### src/rtl/sha256_block_ctrl.sv
`default_nettype none
// +--------------------------------------------------------------------------+
// | Module      : sha256_block_ctrl                                          |
// | Description : SHA-256 single-block compression sequencer. Loads 16       |
// |               message words over valid/ready, runs 64 rounds (one per    |
// |               cycle) with on-the-fly message schedule expansion, then    |
// |               folds the working variables into the chaining value and    |
// |               presents the 256-bit digest.                               |
// | Revision    : 1.0  initial release                                       |
// +--------------------------------------------------------------------------+
// | Ports                                                                    |
// |   clk           in   1    clock, rising edge                             |
// |   rst           in   1    asynchronous active-high reset                 |
// |   in_valid      in   1    in_word valid                                  |
// |   in_ready      out  1    block accepts a word (LOAD state)              |
// |   in_word       in   32   message word, W0 first                         |
// |   in_first      in   1    on word 0: 1 = start from initial constants    |
// |   k_addr        out  6    K ROM address (round index, 0 outside ROUND)   |
// |   k_value       in   32   K[k_addr], combinational from ROM              |
// |   busy          out  1    high in ROUND and FINAL                        |
// |   digest_valid  out  1    one-cycle pulse when digest is updated         |
// |   digest        out  256  H0 in [255:224] ... H7 in [31:0]               |
// +--------------------------------------------------------------------------+
module sha256_block_ctrl (
  input  logic         clk,
  input  logic         rst,
  input  logic         in_valid,
  output logic         in_ready,
  input  logic [31:0]  in_word,
  input  logic         in_first,
  output logic [5:0]   k_addr,
  input  logic [31:0]  k_value,
  output logic         busy,
  output logic         digest_valid,
  output logic [255:0] digest
);

  localparam logic [255:0] H_INIT = {
    32'h6a09e667, 32'hbb67ae85, 32'h3c6ef372, 32'ha54ff53a,
    32'h510e527f, 32'h9b05688c, 32'h1f83d9ab, 32'h5be0cd19
  };

  typedef enum logic [1:0] {
    S_LOAD  = 2'd0,
    S_ROUND = 2'd1,
    S_FINAL = 2'd2
  } state_t;

  state_t       state;
  state_t       state_nxt;
  logic [5:0]   cnt;          // word index in LOAD, round index in ROUND
  logic         first_lat;
  logic [31:0]  a, b, c, d, e, f, g, h;
  logic [31:0]  w [16];       // slot 0 always holds W_t during ROUND
  logic [255:0] hash;
  logic [255:0] chain;
  logic [255:0] hash_new;
  logic [31:0]  t1;
  logic [31:0]  t2;
  logic [31:0]  w_next;
  logic         load_last;

  function automatic logic [31:0] bsig0(input logic [31:0] x);
    return {x[1:0], x[31:2]} ^ {x[12:0], x[31:13]} ^ {x[21:0], x[31:22]};
  endfunction

  function automatic logic [31:0] bsig1(input logic [31:0] x);
    return {x[5:0], x[31:6]} ^ {x[10:0], x[31:11]} ^ {x[24:0], x[31:25]};
  endfunction

  function automatic logic [31:0] ssig0(input logic [31:0] x);
    return {x[6:0], x[31:7]} ^ {x[17:0], x[31:18]} ^ (x >> 3);
  endfunction

  function automatic logic [31:0] ssig1(input logic [31:0] x);
    return {x[16:0], x[31:17]} ^ {x[18:0], x[31:19]} ^ (x >> 10);
  endfunction

  // Chaining source stays selected by the latched in_first for the whole
  // block, so both the a..h seed and the final feed-forward use it.
  assign chain = first_lat ? H_INIT : hash;

  assign hash_new = {chain[255:224] + a, chain[223:192] + b,
                     chain[191:160] + c, chain[159:128] + d,
                     chain[127:96]  + e, chain[95:64]   + f,
                     chain[63:32]   + g, chain[31:0]    + h};

  assign t1     = h + bsig1(e) + ((e & f) ^ (~e & g)) + k_value + w[0];
  assign t2     = bsig0(a) + ((a & b) ^ (a & c) ^ (b & c));
  // Window holds W_t..W_t+15, so the new tail is W_t+16.
  assign w_next = ssig1(w[14]) + w[9] + ssig0(w[1]) + w[0];

  // State register
  always_ff @(posedge clk or posedge rst) begin
    if (rst) begin
      state <= S_LOAD;
    end else begin
      state <= state_nxt;
    end
  end

  // Next state and state-decoded outputs
  always_comb begin
    state_nxt = state;
    in_ready  = 1'b0;
    busy      = 1'b0;
    k_addr    = 6'd0;
    load_last = 1'b0;
    case (state)
      S_LOAD: begin
        in_ready = 1'b1;
        if (in_valid && (cnt == 6'd15)) begin
          load_last = 1'b1;
          state_nxt = S_ROUND;
        end
      end
      S_ROUND: begin
        busy   = 1'b1;
        k_addr = cnt;
        if (cnt == 6'd63) begin
          state_nxt = S_FINAL;
        end
      end
      S_FINAL: begin
        busy      = 1'b1;
        state_nxt = S_LOAD;
      end
      default: begin
        state_nxt = S_LOAD;
      end
    endcase
  end

  // Datapath
  always_ff @(posedge clk or posedge rst) begin
    if (rst) begin
      cnt          <= 6'd0;
      first_lat    <= 1'b0;
      a            <= 32'd0;
      b            <= 32'd0;
      c            <= 32'd0;
      d            <= 32'd0;
      e            <= 32'd0;
      f            <= 32'd0;
      g            <= 32'd0;
      h            <= 32'd0;
      for (int i = 0; i < 16; i++) begin
        w[i] <= 32'd0;
      end
      hash         <= H_INIT;
      digest       <= 256'd0;
      digest_valid <= 1'b0;
    end else begin
      digest_valid <= 1'b0;
      case (state)
        S_LOAD: begin
          if (in_valid) begin
            w[cnt[3:0]] <= in_word;
            if (cnt == 6'd0) begin
              first_lat <= in_first;
            end
            if (load_last) begin
              cnt <= 6'd0;
              a   <= chain[255:224];
              b   <= chain[223:192];
              c   <= chain[191:160];
              d   <= chain[159:128];
              e   <= chain[127:96];
              f   <= chain[95:64];
              g   <= chain[63:32];
              h   <= chain[31:0];
            end else begin
              cnt <= cnt + 6'd1;
            end
          end
        end
        S_ROUND: begin
          h   <= g;
          g   <= f;
          f   <= e;
          e   <= d + t1;
          d   <= c;
          c   <= b;
          b   <= a;
          a   <= t1 + t2;
          for (int i = 0; i < 15; i++) begin
            w[i] <= w[i+1];
          end
          w[15] <= w_next;
          cnt   <= cnt + 6'd1;   // wraps 63 -> 0 for the next LOAD
        end
        S_FINAL: begin
          hash         <= hash_new;
          digest       <= hash_new;
          digest_valid <= 1'b1;
        end
        default: begin
          cnt <= 6'd0;
        end
      endcase
    end
  end

endmodule
`default_nettype wire
### config.mk
export PLATFORM = sky130hd
export DESIGN_NAME = sha256_block_ctrl
export DESIGN_NICKNAME = d
export VERILOG_FILES = /design/src/rtl/sha256_block_ctrl.sv
export SDC_FILE = /design/constraint.sdc
export NUM_CORES = 2
export LEC_CHECK = 0
export ABC_AREA = 1
export BUFFER_PORTS_ARGS = -buffer_cell sky130_fd_sc_hd__clkbuf_2
export CAP_MARGIN = 20
export CORE_MARGIN = 8
export CORE_UTILIZATION = 58
export CTS_BUF_LIST = sky130_fd_sc_hd__clkbuf_16
export DETAILED_ROUTE_END_ITERATION = 6
export GPL_TIMING_DRIVEN = 1
export HOLD_SLACK_MARGIN = 0.03
export PLACE_DENSITY = 0.76
export SYNTH_ARGS = -nofsm -noshare
export SYNTH_HDL_FRONTEND = slang
export SYNTH_SLANG_ARGS = --single-unit
### constraint.sdc
create_clock -name clk -period 66.6 [get_ports clk]
set_input_delay 6.66 -clock clk [delete_from_list [all_inputs] [get_ports clk]]
set_output_delay 6.66 -clock clk [all_outputs]
set_load 0.005 [all_outputs]
==> run_results.csv <==
group,metric,value,unit
worst_setup_path,crit_arrival,12.89,ns
timing,period_needed,12.19,ns
finish,nets,11600,
die,initial_utilization,0.582,
min_path,hold_path_class,"reg -> reg",
timing,maxSlewViolCount,0,
timing,rsz0062_at_grt,"false",
synthesis,synth.yosys.seq_area_share,0.359,
place,gp_congestion,1.08,
timing,slew_headroom,0.209,
place,dp.cells,12700,
grt,grtUsageMet1,0.520,
finish,seq_area,29500,µm²
synthesis,synth-seq-cells,1170,
grt,grtUsageMet2,0.587,
finish,layout.cells.non_filler,12900,
clocking,cts_setup_buffers,0,
clocking,clkLatencyLatePin,0.81,ns
finish,drive_above_1_share,0.0777,
grt,grt_pass1_vias,73400,
synthesis,synth.distinct_cells,61,
drt,drc,4,
synthesis,synthFlopType,"dfrtp_1",
outcome,status,"finished, violations left",
drt,routed_wl,302000,µm
grt,grt_pass1_wl,452000,µm
grt,grt_antenna_before_repair,8,
finish,layout_common_cells,"nand2_1 (2295), inv_1 (1582), a21oi_1 (1106), o21ai_0 (1106), dfrtp_1 (1033)",
clocking,clk_pin_slew,0.06,ns
place,portBuffers,332,
grt,grt_overflow,0,
synthesis,syn_inst,11000,
worst_setup_path,start_kind,"input port",
worst_setup_path,crit_type,"in -> reg",
finish,fillCellCount,12800,
clocking,hold_buffers,0,
grt,use_met3,0.0826,
die,core_area,141000,µm²
drt,ant_nets,0,
timing,worst_slew_pin_slew,1.19,ns
synthesis,yosysTopAreaCellShare,0.316,
clocking,cts_tree,"done",
synthesis,synth_area_per_cell,7.43,µm²
die,die_area,154000,µm²
timing,skew,0.0412,ns
worst_setup_path,slowest_delay,0.54,ns
grt,grt.total_usage,0.383,
synthesis,netlist_top_cells_area,"dfrtp_1 (32%), nand2_1 (11%), inv_1 (7.1%), a21oi_1 (6.8%), o21ai_0 (6.8%)",
grt,busiest_layer,"met2",
die,fp.dieW,392,µm
worst_setup_path,crit_path_top_delay_cell,"xnor2_1",
outcome,violations,"DRC",
timing,hold_viol,0,
drt,wl_per_cell,23.4,µm
clocking,htree_num_levels,4,
clocking,root_buffer,"clkbuf_16",
die,ios,333,
worst_setup_path,crit_required,67.30,ns
grt,grt_max_degree,222,
timing,max_freq,82.0,MHz
timing,period_share,0.183,
synthesis,synth_warnings,0,
clocking,numCtsBuffers,134,
flow_run,maxCapViolations,0,
drt,vias,77900,
clocking,cts_resized,0,
finish,area_growth,7.31,%
timing,fin_tns_setup,0,ns
die,die_y,392,µm
synthesis,synth_nets,11700,
worst_setup_path,cp-end-kind,"flop",
clocking,cts_buffer_depth,3,
die,rows,138,
clocking,cts_sinks,1170,
synthesis,synth_edf_count,0,
finish,multiInputGateArea,43500,µm²
synthesis,syn_area,82000,µm²
place,place_hpwl,232000,µm
drt,vias_per_cell,6.02,
synthesis,async_reset_ff_frac,1.00,
finish,final_common_cell,"nand2_1",
drt,dr.first_iter.drc_count,9714,
synthesis,post-synth-top-area-cell,"dfrtp_1",
timing,setup_violations,0,
worst_setup_path,critPathMaxFanout,5,
drt,firstDrtPassIters,7,
-- state kept, by name (all words and copies together), names as in the netlist --
register / flops
w: 512
digest: 256
hash: 136
a: 32
b: 32
c: 32
d: 32
e: 32
f: 32
g: 32
h: 32
cnt: 6
state: 2
digest_valid: 1
first_lat: 1
-- critical path: cells and delay by family --
family | cells | cell delay (ns)
buf+inv | 8 | 0.70
xor+xnor | 1 | 0.54
fa+ha+maj | 6 | 2.68
simple gates | 11 | 1.51
compound gates | 4 | 0.78
-- stage by stage --
stage | worst slack [ns] | utilization | hold slack, ns | instance area [µm²]
CTS | 54.59 | 0.624 | 0.466 | 87900
global placement | 53.83 | 0.592 | 0.453 | 83300
detailed placement | 53.77 | 0.592 | 0.455 | 83400
global route | 54.15 | 0.624 | 0.474 | 87900
finish | 54.41 | 0.624 | 0.464 | 87900
floorplan | 27.21 | - | 0.444 | 82000
-- area by class of cell --
cell class              count  share of cell area
multi-input cells        7673               0.494
flip-flops and latches   1170               0.335
inverters                1564              0.0672
clock buffers             134              0.0381
well taps                1890              0.0269
repair buffers            391              0.0254
clock inverters           110              0.0132
diodes                      3           0.0000854
-- cells in the mapped netlist, types with 39 or more instances --
library cell / number
nand3_1: 424
o211ai_1: 195
nand2_1: 2296
nor2_1: 861
inv_1: 1559
or2_2: 63
dfrtp_1: 1034
xor2_1: 188
a22oi_1: 52
buf_4: 146
buf_2: 152
o21ai_0: 1106
a31oi_1: 103
a21oi_1: 1106
dfstp_2: 136
o21bai_1: 47
fa_1: 195
xnor2_1: 169
nand4_1: 79
clkbuf_1: 280
nor3_1: 92
ha_1: 379
o22ai_1: 48
o21ai_1: 39
-- logic make-up after synthesis --
family / after synthesis / synth area share
XOR/XNOR: 357 / 0.0382
flip-flops: 1170 / 0.359
adder cells (fa/ha/maj): 575 / 0.106
buffers and inverters: 2185 / 0.111
AO/OA/AOI/OAI: 2869 / 0.194
AND/OR/NAND/NOR: 3872 / 0.192
-- routing by layer --
metal,share of wire,routed length (µm)
met2,0.44,132000
met3,0.10,31600
met4,0.057,17300
met5,0.00014,41
met1,0.40,121000
-- path summary, 6_finish.rpt --
kind                             from     endpoint  slack (ns)  depth (start not counted)
setup / recovery           k_value[6]        a[31]       54.41                         30
hold / removal              hash[254]    hash[254]        0.46                          2
setup reg to reg                e[15]        a[31]       59.60                         26
hold reg to reg             hash[254]    hash[254]        0.46                          2
max in group asynchronous         rst       w[439]       57.29                          5
min in group asynchronous         rst  digest[238]        6.02                          2
Power is not shown: default switching activity piles up to over one toggle a cycle in this logic, so the estimate is an artifact.
